File: src/rtl/multicycle_controller.sv
// Multicycle RV32I control unit: sequences fetch/decode/execute/memory/writeback,
// drives datapath enables and mux selects, and decodes the ALU operation.
module multicycle_controller #(
  parameter int MEM_LAT = 0
) (
  input  logic       clk,
  input  logic       reset,
  input  logic [6:0] op,
  input  logic [2:0] funct3,
  input  logic       funct7b5,
  input  logic       Zero,
  output logic       PCWrite,
  output logic       AdrSrc,
  output logic       MemWrite,
  output logic       IRWrite,
  output logic       RegWrite,
  output logic [1:0] ResultSrc,
  output logic [1:0] ALUSrcA,
  output logic [1:0] ALUSrcB,
  output logic [1:0] ImmSrc,
  output logic [2:0] ALUControl,
  output logic [3:0] state_dbg
);

  typedef enum logic [3:0] {
    S_FETCH    = 4'd0,
    S_DECODE   = 4'd1,
    S_MEMADR   = 4'd2,
    S_MEMREAD  = 4'd3,
    S_MEMWB    = 4'd4,
    S_MEMWRITE = 4'd5,
    S_EXECUTER = 4'd6,
    S_ALUWB    = 4'd7,
    S_EXECUTEI = 4'd8,
    S_JAL      = 4'd9,
    S_BEQ      = 4'd10
  } state_t;

  localparam logic [6:0] OP_LW   = 7'b0000011;
  localparam logic [6:0] OP_SW   = 7'b0100011;
  localparam logic [6:0] OP_R    = 7'b0110011;
  localparam logic [6:0] OP_I    = 7'b0010011;
  localparam logic [6:0] OP_JAL  = 7'b1101111;
  localparam logic [6:0] OP_BEQ  = 7'b1100011;
  localparam logic [3:0] LAT     = 4'(MEM_LAT);

  state_t     state_q, state_d;
  logic [3:0] wait_q,  wait_d;
  logic       pc_write_s, mem_write_s, ir_write_s, reg_write_s;

  // ALU operation from funct3; subtract only for R-type with funct7b5 set.
  function automatic logic [2:0] alu_decode(input logic is_r, input logic [2:0] f3,
                                            input logic f7b5);
    logic [2:0] ctl;
    case (f3)
      3'b000:  ctl = (is_r && f7b5) ? 3'b001 : 3'b000;
      3'b001:  ctl = 3'b100;
      3'b010:  ctl = 3'b101;
      3'b101:  ctl = 3'b110;
      3'b110:  ctl = 3'b011;
      3'b111:  ctl = 3'b010;
      default: ctl = 3'b000;
    endcase
    return ctl;
  endfunction

  // State and memory-wait counter registers with synchronous reset.
  always_ff @(posedge clk) begin
    if (reset) begin
      state_q <= S_FETCH;
      wait_q  <= 4'd0;
    end else begin
      state_q <= state_d;
      wait_q  <= wait_d;
    end
  end

  // Next-state logic and per-state datapath controls.
  always_comb begin
    state_d     = S_FETCH;
    wait_d      = 4'd0;
    pc_write_s  = 1'b0;
    mem_write_s = 1'b0;
    ir_write_s  = 1'b0;
    reg_write_s = 1'b0;
    AdrSrc      = 1'b0;
    ResultSrc   = 2'b00;
    ALUSrcA     = 2'b00;
    ALUSrcB     = 2'b00;
    ALUControl  = 3'b000;
    case (state_q)
      S_FETCH: begin
        ALUSrcB   = 2'b10;
        ResultSrc = 2'b10;
        if (wait_q == LAT) begin
          ir_write_s = 1'b1;
          pc_write_s = 1'b1;
          state_d    = S_DECODE;
        end else begin
          wait_d  = wait_q + 4'd1;
          state_d = S_FETCH;
        end
      end
      S_DECODE: begin
        ALUSrcA = 2'b01;
        ALUSrcB = 2'b01;
        case (op)
          OP_LW, OP_SW: state_d = S_MEMADR;
          OP_R:         state_d = S_EXECUTER;
          OP_I:         state_d = S_EXECUTEI;
          OP_JAL:       state_d = S_JAL;
          OP_BEQ:       state_d = S_BEQ;
          default:      state_d = S_FETCH;
        endcase
      end
      S_MEMADR: begin
        ALUSrcA = 2'b10;
        ALUSrcB = 2'b01;
        state_d = (op == OP_LW) ? S_MEMREAD : S_MEMWRITE;
      end
      S_MEMREAD: begin
        AdrSrc = 1'b1;
        if (wait_q == LAT) begin
          state_d = S_MEMWB;
        end else begin
          wait_d  = wait_q + 4'd1;
          state_d = S_MEMREAD;
        end
      end
      S_MEMWB: begin
        ResultSrc   = 2'b01;
        reg_write_s = 1'b1;
      end
      S_MEMWRITE: begin
        AdrSrc      = 1'b1;
        mem_write_s = 1'b1;
      end
      S_EXECUTER: begin
        ALUSrcA    = 2'b10;
        ALUControl = alu_decode(1'b1, funct3, funct7b5);
        state_d    = S_ALUWB;
      end
      S_EXECUTEI: begin
        ALUSrcA    = 2'b10;
        ALUSrcB    = 2'b01;
        ALUControl = alu_decode(1'b0, funct3, funct7b5);
        state_d    = S_ALUWB;
      end
      S_ALUWB: begin
        reg_write_s = 1'b1;
      end
      S_JAL: begin
        ALUSrcA    = 2'b01;
        ALUSrcB    = 2'b10;
        pc_write_s = 1'b1;
        state_d    = S_ALUWB;
      end
      S_BEQ: begin
        ALUSrcA    = 2'b10;
        ALUControl = 3'b001;
        pc_write_s = Zero;
      end
      default: state_d = S_FETCH;
    endcase
  end

  // Immediate format selected straight from the opcode.
  always_comb begin
    case (op)
      OP_SW:   ImmSrc = 2'b01;
      OP_BEQ:  ImmSrc = 2'b10;
      OP_JAL:  ImmSrc = 2'b11;
      default: ImmSrc = 2'b00;
    endcase
  end

  // Write enables are suppressed for the whole reset cycle.
  assign PCWrite   = pc_write_s  & ~reset;
  assign MemWrite  = mem_write_s & ~reset;
  assign IRWrite   = ir_write_s  & ~reset;
  assign RegWrite  = reg_write_s & ~reset;
  assign state_dbg = state_q;

endmodule
File: config.mk
export PLATFORM = sky130hd
export DESIGN_NAME = multicycle_controller
export DESIGN_NICKNAME = d
export VERILOG_FILES = /design/src/rtl/multicycle_controller.sv
export SDC_FILE = /design/constraint.sdc
export NUM_CORES = 1
export LEC_CHECK = 0
export BUFFER_PORTS_ARGS = -buffer_cell sky130_fd_sc_hd__buf_2
export CAP_MARGIN = 10
export CELL_PAD_IN_SITES_DETAIL_PLACEMENT = 1
export CELL_PAD_IN_SITES_GLOBAL_PLACEMENT = 1
export CORE_UTILIZATION = 28
export DETAILED_ROUTE_END_ITERATION = 16
export PLACE_DENSITY = 0.77
export SLEW_MARGIN = 40
export SYNTH_ARGS = -nofsm -noshare
export SYNTH_HDL_FRONTEND = slang
export SYNTH_SLANG_ARGS = --single-unit
export TNS_END_PERCENT = 50
File: constraint.sdc
create_clock -name clk -period 1.4 [get_ports clk]
set_clock_uncertainty 0.05 [all_clocks]
set_input_delay 0.21 -clock clk [delete_from_list [all_inputs] [get_ports clk]]
set_output_delay 0.21 -clock clk [all_outputs]
set_load 0.005 [all_outputs]
==> out/metrics.yaml, run 1 <==
status:
  status: "finished with violations"
  violations: "setup timing"
synthesis:
  ys_warn_count: 0
  synth_area_leader_cell: "dfxtp_1"
  synth-main-ff-cell: "dfxtp_1"
  yosys.cell_types.count: 38
  syn_area_per_cell_um2: 7.12
  synthesis.nets: 124
  synthCells: 108
  synth.area.top_cells: "dfxtp_1 21%, nor2_1 7.3%, a21oi_1 5.9%, nand2b_1 4.9%, o21ai_0 4.6%"
  syn_area_um2: 769
  yosysSeqAreaShare_pct: 20.8
  synth.most_common_cell: "nor2_1"
  synth-edff-count: 0
  yosysTopAreaCellShare_pct: 20.8
  synth-seq-cells: 8
  async_reset_ff_share_pct: 0
  yosys-top-cells-count: "15 x nor2_1, 9 x a21oi_1, 8 x dfxtp_1"
finish:
  finalNonFillerCells: 201
  final_area_mm2: 0.00144
  drive_above_1_share_pct: 62.0
  final.fill_count: 321
  diodes: 0
  nNetsFinal: 189
  area_delta_synth_final_pct: 86.7
sta:
  fmax_ghz: 0.547
  fin_crit_ns: 1.83
  slew_violations: 0
  slew_headroom_pct: 65.6
  period_share_pct: 131
  finalSetupViolations: 22
  hold_viol: 0
  fin_ws_ns: -0.429
  rsz0062_at_grt: "true"
  tightest_slew_ns: 0.510
clock_tree:
  clock_path_buffers: 2
  tritoncts: "built"
  path_clk_slew_ns: 0.06
  cts-root-buf: "clkbuf_4"
  clkLatencyLatePin_ns: 0.27
  cts_htree_levels: 1
  cts_made_buffers: 3
  cts_sinks: 8
floorplanning:
  row_count: 18
  ios: 34
  core-area_mm2: 0.00254
  die_h_um: 54.4
  die_w_um: 54.4
  die-area_mm2: 0.00296
  start_util_pct: 30.2
grt:
  grt_max_degree: 11
  grt_pass1_vias: 1114
  antenna_found_initial: 0
  grt_use_total_pct: 25.4
  grt_overflow: 0
  grt_pass1_wl_um: 5190
route:
  dr.pass1.iters: 4
  drtIter0Drc: 14
  drc_errors: 0
  vias_per_cell: 5.69
  num_vias: 1144
  wl_per_cell_um: 19.9
  drtAntennaViolNets: 0
  wl_um: 4000
worst_hold_path:
  hold_depth: 5
  hold_class: "in2reg"
setup_path:
  r2r_start: "state_dbg[3]"
  crit_path_max_fanout: 4
  critPathRequiredTime_ns: 1.14
  r2r-end: "wait_q[1]"
  crit_type: "reg2out"
  start_kind: "register"
  worstSetupEndpoint: "ALUControl[2]"
  reg2reg_depth: 5
  arrival_ns: 1.57
  r2r_slack_ns: -0.20
  worstSetupStartpoint: "state_dbg[3]"
  cp-end-kind: "output pin"
placement:
  gp_congestion: 0.821
  dp_hpwl_um: 2360
  placed_cells: 191
  placed_area_mm2: 0.00114
  io_buffer_count: 33
power_and_ir_drop:
  power_density_mw_per_mm2: 438
  ir_drop_mv: 0.413
  p_total_mw: 0.630
  total_leakage_power_nw: 0.649
run:
  cap_viol_max_count: 0
[through the flow]
stage	hold WS (ns)	setup WS [ns]	util, %	TNS (ns)
after floorplan	0.262	-0.0315	-	-0.0875
after global placement	0.452	-0.126	45.0	-0.731
after detailed placement	0.482	-0.197	45.0	-1.53
after CTS	0.298	-0.409	52.4	-4.73
after global routing	0.316	-0.467	56.4	-6.60
final	0.304	-0.429	56.4	-5.67
[layout by cell type, fill, tap and decap left out, drive strengths merged, types with 2 or more instances in the layout]
cell / count
a211oi: 2
a21o: 2
a21oi: 9
buf: 66
clkbuf: 3
dfxtp: 8
ha: 2
inv: 4
nand2: 3
nand2b: 6
nand3: 4
nor2: 15
nor2b: 5
nor3: 7
nor3b: 2
nor4b: 2
o21ai: 7
o31ai: 2
or3: 5
xnor2: 2
xor2: 2
[repair_timing]
item                       CTS  global route
gates cloned                 0             0
pin swaps                    7             5
setup buffers                3             5
gates resized for setup     36            16
hold buffers                 0             0
setup endpoints to repair   21            22
[worst min-delay path by stage]
stage / startpoint / endpoint / slack (ns)
4_1_cts: reset / state_dbg[0] / 0.30
3_5_place_dp: wait_q[0] / wait_q[0] / 0.48
2_1_floorplan: reset / state_dbg[0] / 0.26
5_1_grt: reset / state_dbg[0] / 0.32
3_3_place_gp: wait_q[0] / wait_q[0] / 0.45
6_report: op[5] / state_dbg[2] / 0.30
[registers in the layout, summed over array words and instances (netlist names)]
signal     cells
state_dbg      4
wait_q         4
[power by group]
| group | leakage [nW] | internal (mW) | total [mW] | switching (mW) |
|---|---|---|---|---|
| Clock | 0.0138 | 0.0994 | 0.196 | 0.0968 |
| Combinational | 0.567 | 0.0923 | 0.197 | 0.105 |
| Sequential | 0.0681 | 0.228 | 0.236 | 0.00846 |
[kinds of logic after synthesis]
group | after synthesis | share of synthesized area [%]
adders and majority gates | 2 | 3.25
buffers and inverters | 10 | 6.01
DFF | 8 | 20.8
and+or+nand+nor | 56 | 42.8
AOI/OAI and AO/OA | 28 | 22.6
xor gates and xnor gates | 4 | 4.55
[layer usage]
layer	wire [µm]	track usage, %	share of wire, %	vias up
li1	-	-	-	526
met1	1520	27.6	38	551
met2	2120	45.5	53	50
met3	190	6.67	4.8	17
met4	163	11.1	4.1	0
met5	0	0	0	-
[critical path: stages (launching register included)]
cell	delay [ns]
dfxtp_4	0.37
buf_6	0.12
or2b_1	0.26
a21oi_2	0.16
a21oi_2	0.09
nor3_2	0.15
buf_2	0.15
[cell type report]
cell class | instances | area [µm²] | area share [%]
multi-input combinational | 90 | 746 | 51.9
inverter | 4 | 15.0 | 1.05
timing repair buffer | 66 | 443 | 30.8
sequential | 8 | 173 | 12.0
tap | 30 | 37.5 | 2.61
clock buffer | 3 | 22.5 | 1.57
No activity file was read; power rests on OpenSTA's default activity.
==> run 2, diff against run 1 <==
- CORE_ASPECT_RATIO: default -> 0.6
- CORE_UTILIZATION: 28 -> 31
- PLACE_DENSITY: 0.77 -> 0.8
- clock period: 1.4 -> 1.9 ns (I/O delays scaled with it)
==> out/metrics.yaml, run 2 (same netlist as run 1, synthesis figures left out) <==
status:
  status: "finished with violations"
  violations: "setup timing"
sta:
  fin_tns_setup_ns: -0.0513
  fmax_ghz: 0.512
  slew_violations: 0
  tightest_slew_ns: 0.315
  rsz0062_at_grt: "true"
  finalSetupViolations: 1
  period_share_pct: 103
  fin_crit_ns: 1.95
  fin_ws_ns: -0.0513
  slew_headroom_pct: 78.7
  hold_viol: 0
clock_tree:
  tritoncts: "built"
  path_clk_slew_ns: 0.04
  cts_sinks: 8
  cts-root-buf: "clkbuf_8"
  cts_htree_levels: 1
  clkLatencyLatePin_ns: 0.23
  cts_made_buffers: 3
  clock_path_buffers: 2
finish:
  finalNonFillerCells: 179
  diodes: 0
  nNetsFinal: 167
  layout_common_cells: "34 x buf_2, 15 x nor2_1, 10 x buf_4"
  final_common_cell: "buf_2"
  drive_above_1_share_pct: 43.0
  final_area_mm2: 0.00112
  final.fill_count: 302
  area_delta_synth_final_pct: 46.0
power_and_ir_drop:
  power_density_mw_per_mm2: 429
  ir_drop_mv: 0.198
  p_total_mw: 0.482
  total_leakage_power_nw: 0.498
worst_hold_path:
  hp-start: "reset"
  whs_endpoint: "state_dbg[0]"
  hold_class: "in2reg"
  hold_depth: 2
floorplanning:
  die-area_mm2: 0.00269
  ios: 34
  start_util_pct: 34.0
  core-area_mm2: 0.00226
  die_h_um: 40.6
  die_w_um: 66.3
  row_count: 13
setup_path:
  r2r-end: "state_dbg[1]"
  start_kind: "register"
  arrival_ns: 1.62
  r2r_slack_ns: 0.38
  crit_chain: "inv_2, ha_4, nor3b_4, a211oi_2, a2111oi_2, buf_2"
  cpPeakStageDelay_ns: 0.36
  crit_path_max_fanout: 2
  cp-end-kind: "output pin"
  crit_type: "reg2out"
  reg2reg_depth: 5
  worstSetupStartpoint: "wait_q[1]"
  critPathRequiredTime_ns: 1.56
  crit_slowest_cell: "a2111oi_2"
  r2r_start: "state_dbg[2]"
route:
  num_vias: 941
  drtAntennaViolNets: 0
  dr.pass1.iters: 4
  drc_errors: 0
  wl_um: 2700
  drtIter0Drc: 21
  vias_per_cell: 5.26
  wl_per_cell_um: 15.1
grt:
  grt_pass1_vias: 853
  grt_pass1_wl_um: 3880
  grt_max_degree: 14
  grt_use_total_pct: 19.8
  antenna_found_initial: 0
  grt_overflow: 0
run:
  cap_viol_max_count: 0
placement:
  io_buffer_count: 33
  placed_area_mm2: 0.00100
  placed_cells: 173
  gp_congestion: 0.802
  dp_hpwl_um: 1970
## run 2: critical path, delay by kind of cell, from the launching register on
family,cells,cell delay [ns]
AO/OA/AOI/OAI,2,0.48
adder cells (fa/ha/maj),1,0.12
buffers and inverters,2,0.25
flip-flops,1,0.32
AND/OR/NAND/NOR,1,0.23
## run 2: report_power, final
group	switching (mW)	total, mW	internal, mW	leakage [nW]
clock	0.0651	0.202	0.137	0.0216
sequential	0.00214	0.170	0.168	0.0674
combinational	0.0586	0.109	0.0503	0.409
total	0.126	0.482	0.356	0.498
## run 2: worst max-delay path by stage
stage / endpoint / slack (ns) / cells after the start
after floorplan: PCWrite / 0.23 / 5
after global placement: ALUControl[0] / 0.24 / 4
after detailed placement: PCWrite / 0.12 / 6
after CTS: PCWrite / -0.06 / 6
after global routing: PCWrite / -0.11 / 6
final: PCWrite / -0.05 / 6
## run 2: cell type report
| type | count | area (µm²) | area share [%] |
|---|---|---|---|
| Multi-Input combinational cell | 90 | 614 | 54.7 |
| Timing Repair Buffer | 44 | 245 | 21.8 |
| Sequential cell | 8 | 170 | 15.1 |
| Clock buffer | 3 | 41.3 | 3.67 |
| Tap cell | 30 | 37.5 | 3.34 |
| Inverter | 4 | 15.0 | 1.34 |
## run 2: layer usage
metal / up-vias / track usage [%] / part of all wire, %
li1: 476 / - / -
met3: 0 / 4.26 / 3.2
met1: 441 / 24.3 / 49
met4: 0 / 4.79 / 0
met5: - / 0 / 0
met2: 24 / 36.5 / 48
## run 2: timing repair
| item | CTS | global route |
|---|---|---|
| buffers inserted | 0 | 3 |
| hold buffers | 0 | 0 |
| gates resized for setup | 3 | 15 |
| endpoints found under the setup margin | 3 | 5 |
| pin swaps | 1 | 4 |
## run 2: per-stage QoR
stage	hold WS [ns]	worst slack [ns]	util, %
floorplan	0.337	0.229	-
global route	0.353	-0.113	49.7
finish	0.350	-0.0513	49.7
CTS	0.327	-0.0636	46.3
detailed placement	0.405	0.121	44.3
global placement	0.407	0.238	44.3
==> run 3, diff against run 2 <==
- CORE_UTILIZATION: 31 -> 33
- CTS_BUF_LIST: default -> sky130_fd_sc_hd__clkbuf_8
- PLACE_DENSITY: 0.8 -> 0.84
- REMOVE_ABC_BUFFERS: default -> 1
==> out/metrics.yaml, run 3 (same netlist as run 1, synthesis figures left out) <==
placement:
  gp_congestion: 0.781
  dp_hpwl_um: 2070
  placed_area_mm2: 0.00100
  io_buffer_count: 33
setup_path:
  crit_path_max_fanout: 11
  crit_buf_inv: 1
  start_kind: "register"
  critPathRequiredTime_ns: 1.56
  arrival_ns: 1.56
  cpPeakStageDelay_ns: 0.52
  cp-end-kind: "output pin"
  critPathTopFamily: "simple AND/OR/NAND/NOR gates"
  crit_type: "reg2out"
  crit_slowest_cell: "or4b_1"
  crit_chain: "nand2b_4, or4b_1, a21oi_2, buf_2"
floorplanning:
  die_w_um: 64.3
  row_count: 13
  core-area_mm2: 0.00218
  die_h_um: 39.4
  die-area_mm2: 0.00254
  ios: 34
  start_util_pct: 35.3
grt:
  grt_use_total_pct: 23.2
  antenna_found_initial: 0
  grt_pass1_vias: 865
  grt_pass1_wl_um: 4150
  grt_max_degree: 13
  grt_overflow: 0
finish:
  diodes: 0
  nNetsFinal: 166
  area_delta_synth_final_pct: 45.2
  drive_above_1_share_pct: 43.2
  final_area_mm2: 0.00112
  layout_common_cells: "33 x buf_2, 15 x nor2_1, 10 x buf_4"
  final_common_cell: "buf_2"
route:
  drtIter0Drc: 30
  num_vias: 968
  wl_um: 2810
  drtAntennaViolNets: 0
  drc_errors: 0
  wl_per_cell_um: 15.8
  dr.pass1.iters: 5
  vias_per_cell: 5.44
worst_hold_path:
  hold_class: "in2reg"
sta:
  slew_headroom_pct: 79.7
  slew_violations: 0
  hold_viol: 0
  tightest_slew_ns: 0.301
  finalSetupViolations: 0
  fmax_ghz: 0.529
  rsz0062_at_grt: "true"
  period_share_pct: 99.6
  fin_crit_ns: 1.89
clock_tree:
  clkLatencyLatePin_ns: 0.24
  ctsHoldBuffers: 0
  path_clk_slew_ns: 0.05
  cts_htree_levels: 1
  clock_path_buffers: 2
  cts-root-buf: "clkbuf_8"
  tritoncts: "built"
  cts_sinks: 8
  cts_made_buffers: 3
power_and_ir_drop:
  total_leakage_power_nw: 0.492
  p_total_mw: 0.493
  power_density_mw_per_mm2: 441
  ir_drop_mv: 0.247
status:
  status: "complete, no violations"
run:
  cap_viol_max_count: 0
==> run 3: changes by cell type in the layout (fill, tap and decap cells not counted), sizes merged <==
cell | previous run | this run
buf | 44 | 43
==> run 3: area by class of cell <==
cell class / count / area, µm²
inverters: 4 / 15.0
repair buffers: 43 / 240
well taps: 30 / 37.5
clock buffers: 3 / 41.3
multi-input cells: 90 / 611
fillers: 285 / 1060
flip-flops and latches: 8 / 173
==> run 3: routing by layer <==
| metal | track usage, % | vias up | routed length, µm |
|---|---|---|---|
| met5 | 0 | - | 0 |
| met4 | 15.0 | 0 | 87 |
| met3 | 5.81 | 8 | 162 |
| met2 | 41.1 | 45 | 1340 |
| li1 | - | 472 | - |
| met1 | 26.0 | 443 | 1220 |
==> run 3: timing repair <==
action / in CTS / in global routing
setup endpoints to repair: 5 / 5
hold endpoints to repair: 0 / 0
gates resized for setup: 12 / 7
pin swaps: 3 / 0
buffers inserted: 2 / 0
==> run 3: final timing paths <==
path           startpoint       endpoint  slack [ns]  depth (start not counted)
max          state_dbg[3]  ALUControl[0]       0.008                          4
min                 reset   state_dbg[1]        0.35                          2
max reg2reg     wait_q[1]   state_dbg[2]        0.39                          7
min reg2reg     wait_q[0]      wait_q[0]        0.49                          2
==> run 3: power breakdown <==
part           total, mW  leakage (nW)  internal (mW)  switching [mW]
Clock              0.214        0.0216          0.138          0.0761
Sequential         0.176        0.0681          0.169         0.00751
Combinational      0.102         0.402         0.0481          0.0543
Total              0.493         0.492          0.355           0.138
==> run 3: stage by stage <==
stage / TNS [ns] / setup WS, ns / hold slack, ns / utilization [%] / instances
floorplan: 0 / 0.172 / 0.337 / - / 102
finish: 0 / 0.00809 / 0.354 / 51.3 / 178
global placement: 0 / 0.221 / 0.393 / 45.9 / 173
global route: -0.0519 / -0.0304 / 0.359 / 51.3 / 178
CTS: 0 / 0.0153 / 0.345 / 50.1 / 178
detailed placement: 0 / 0.0517 / 0.419 / 45.9 / 173
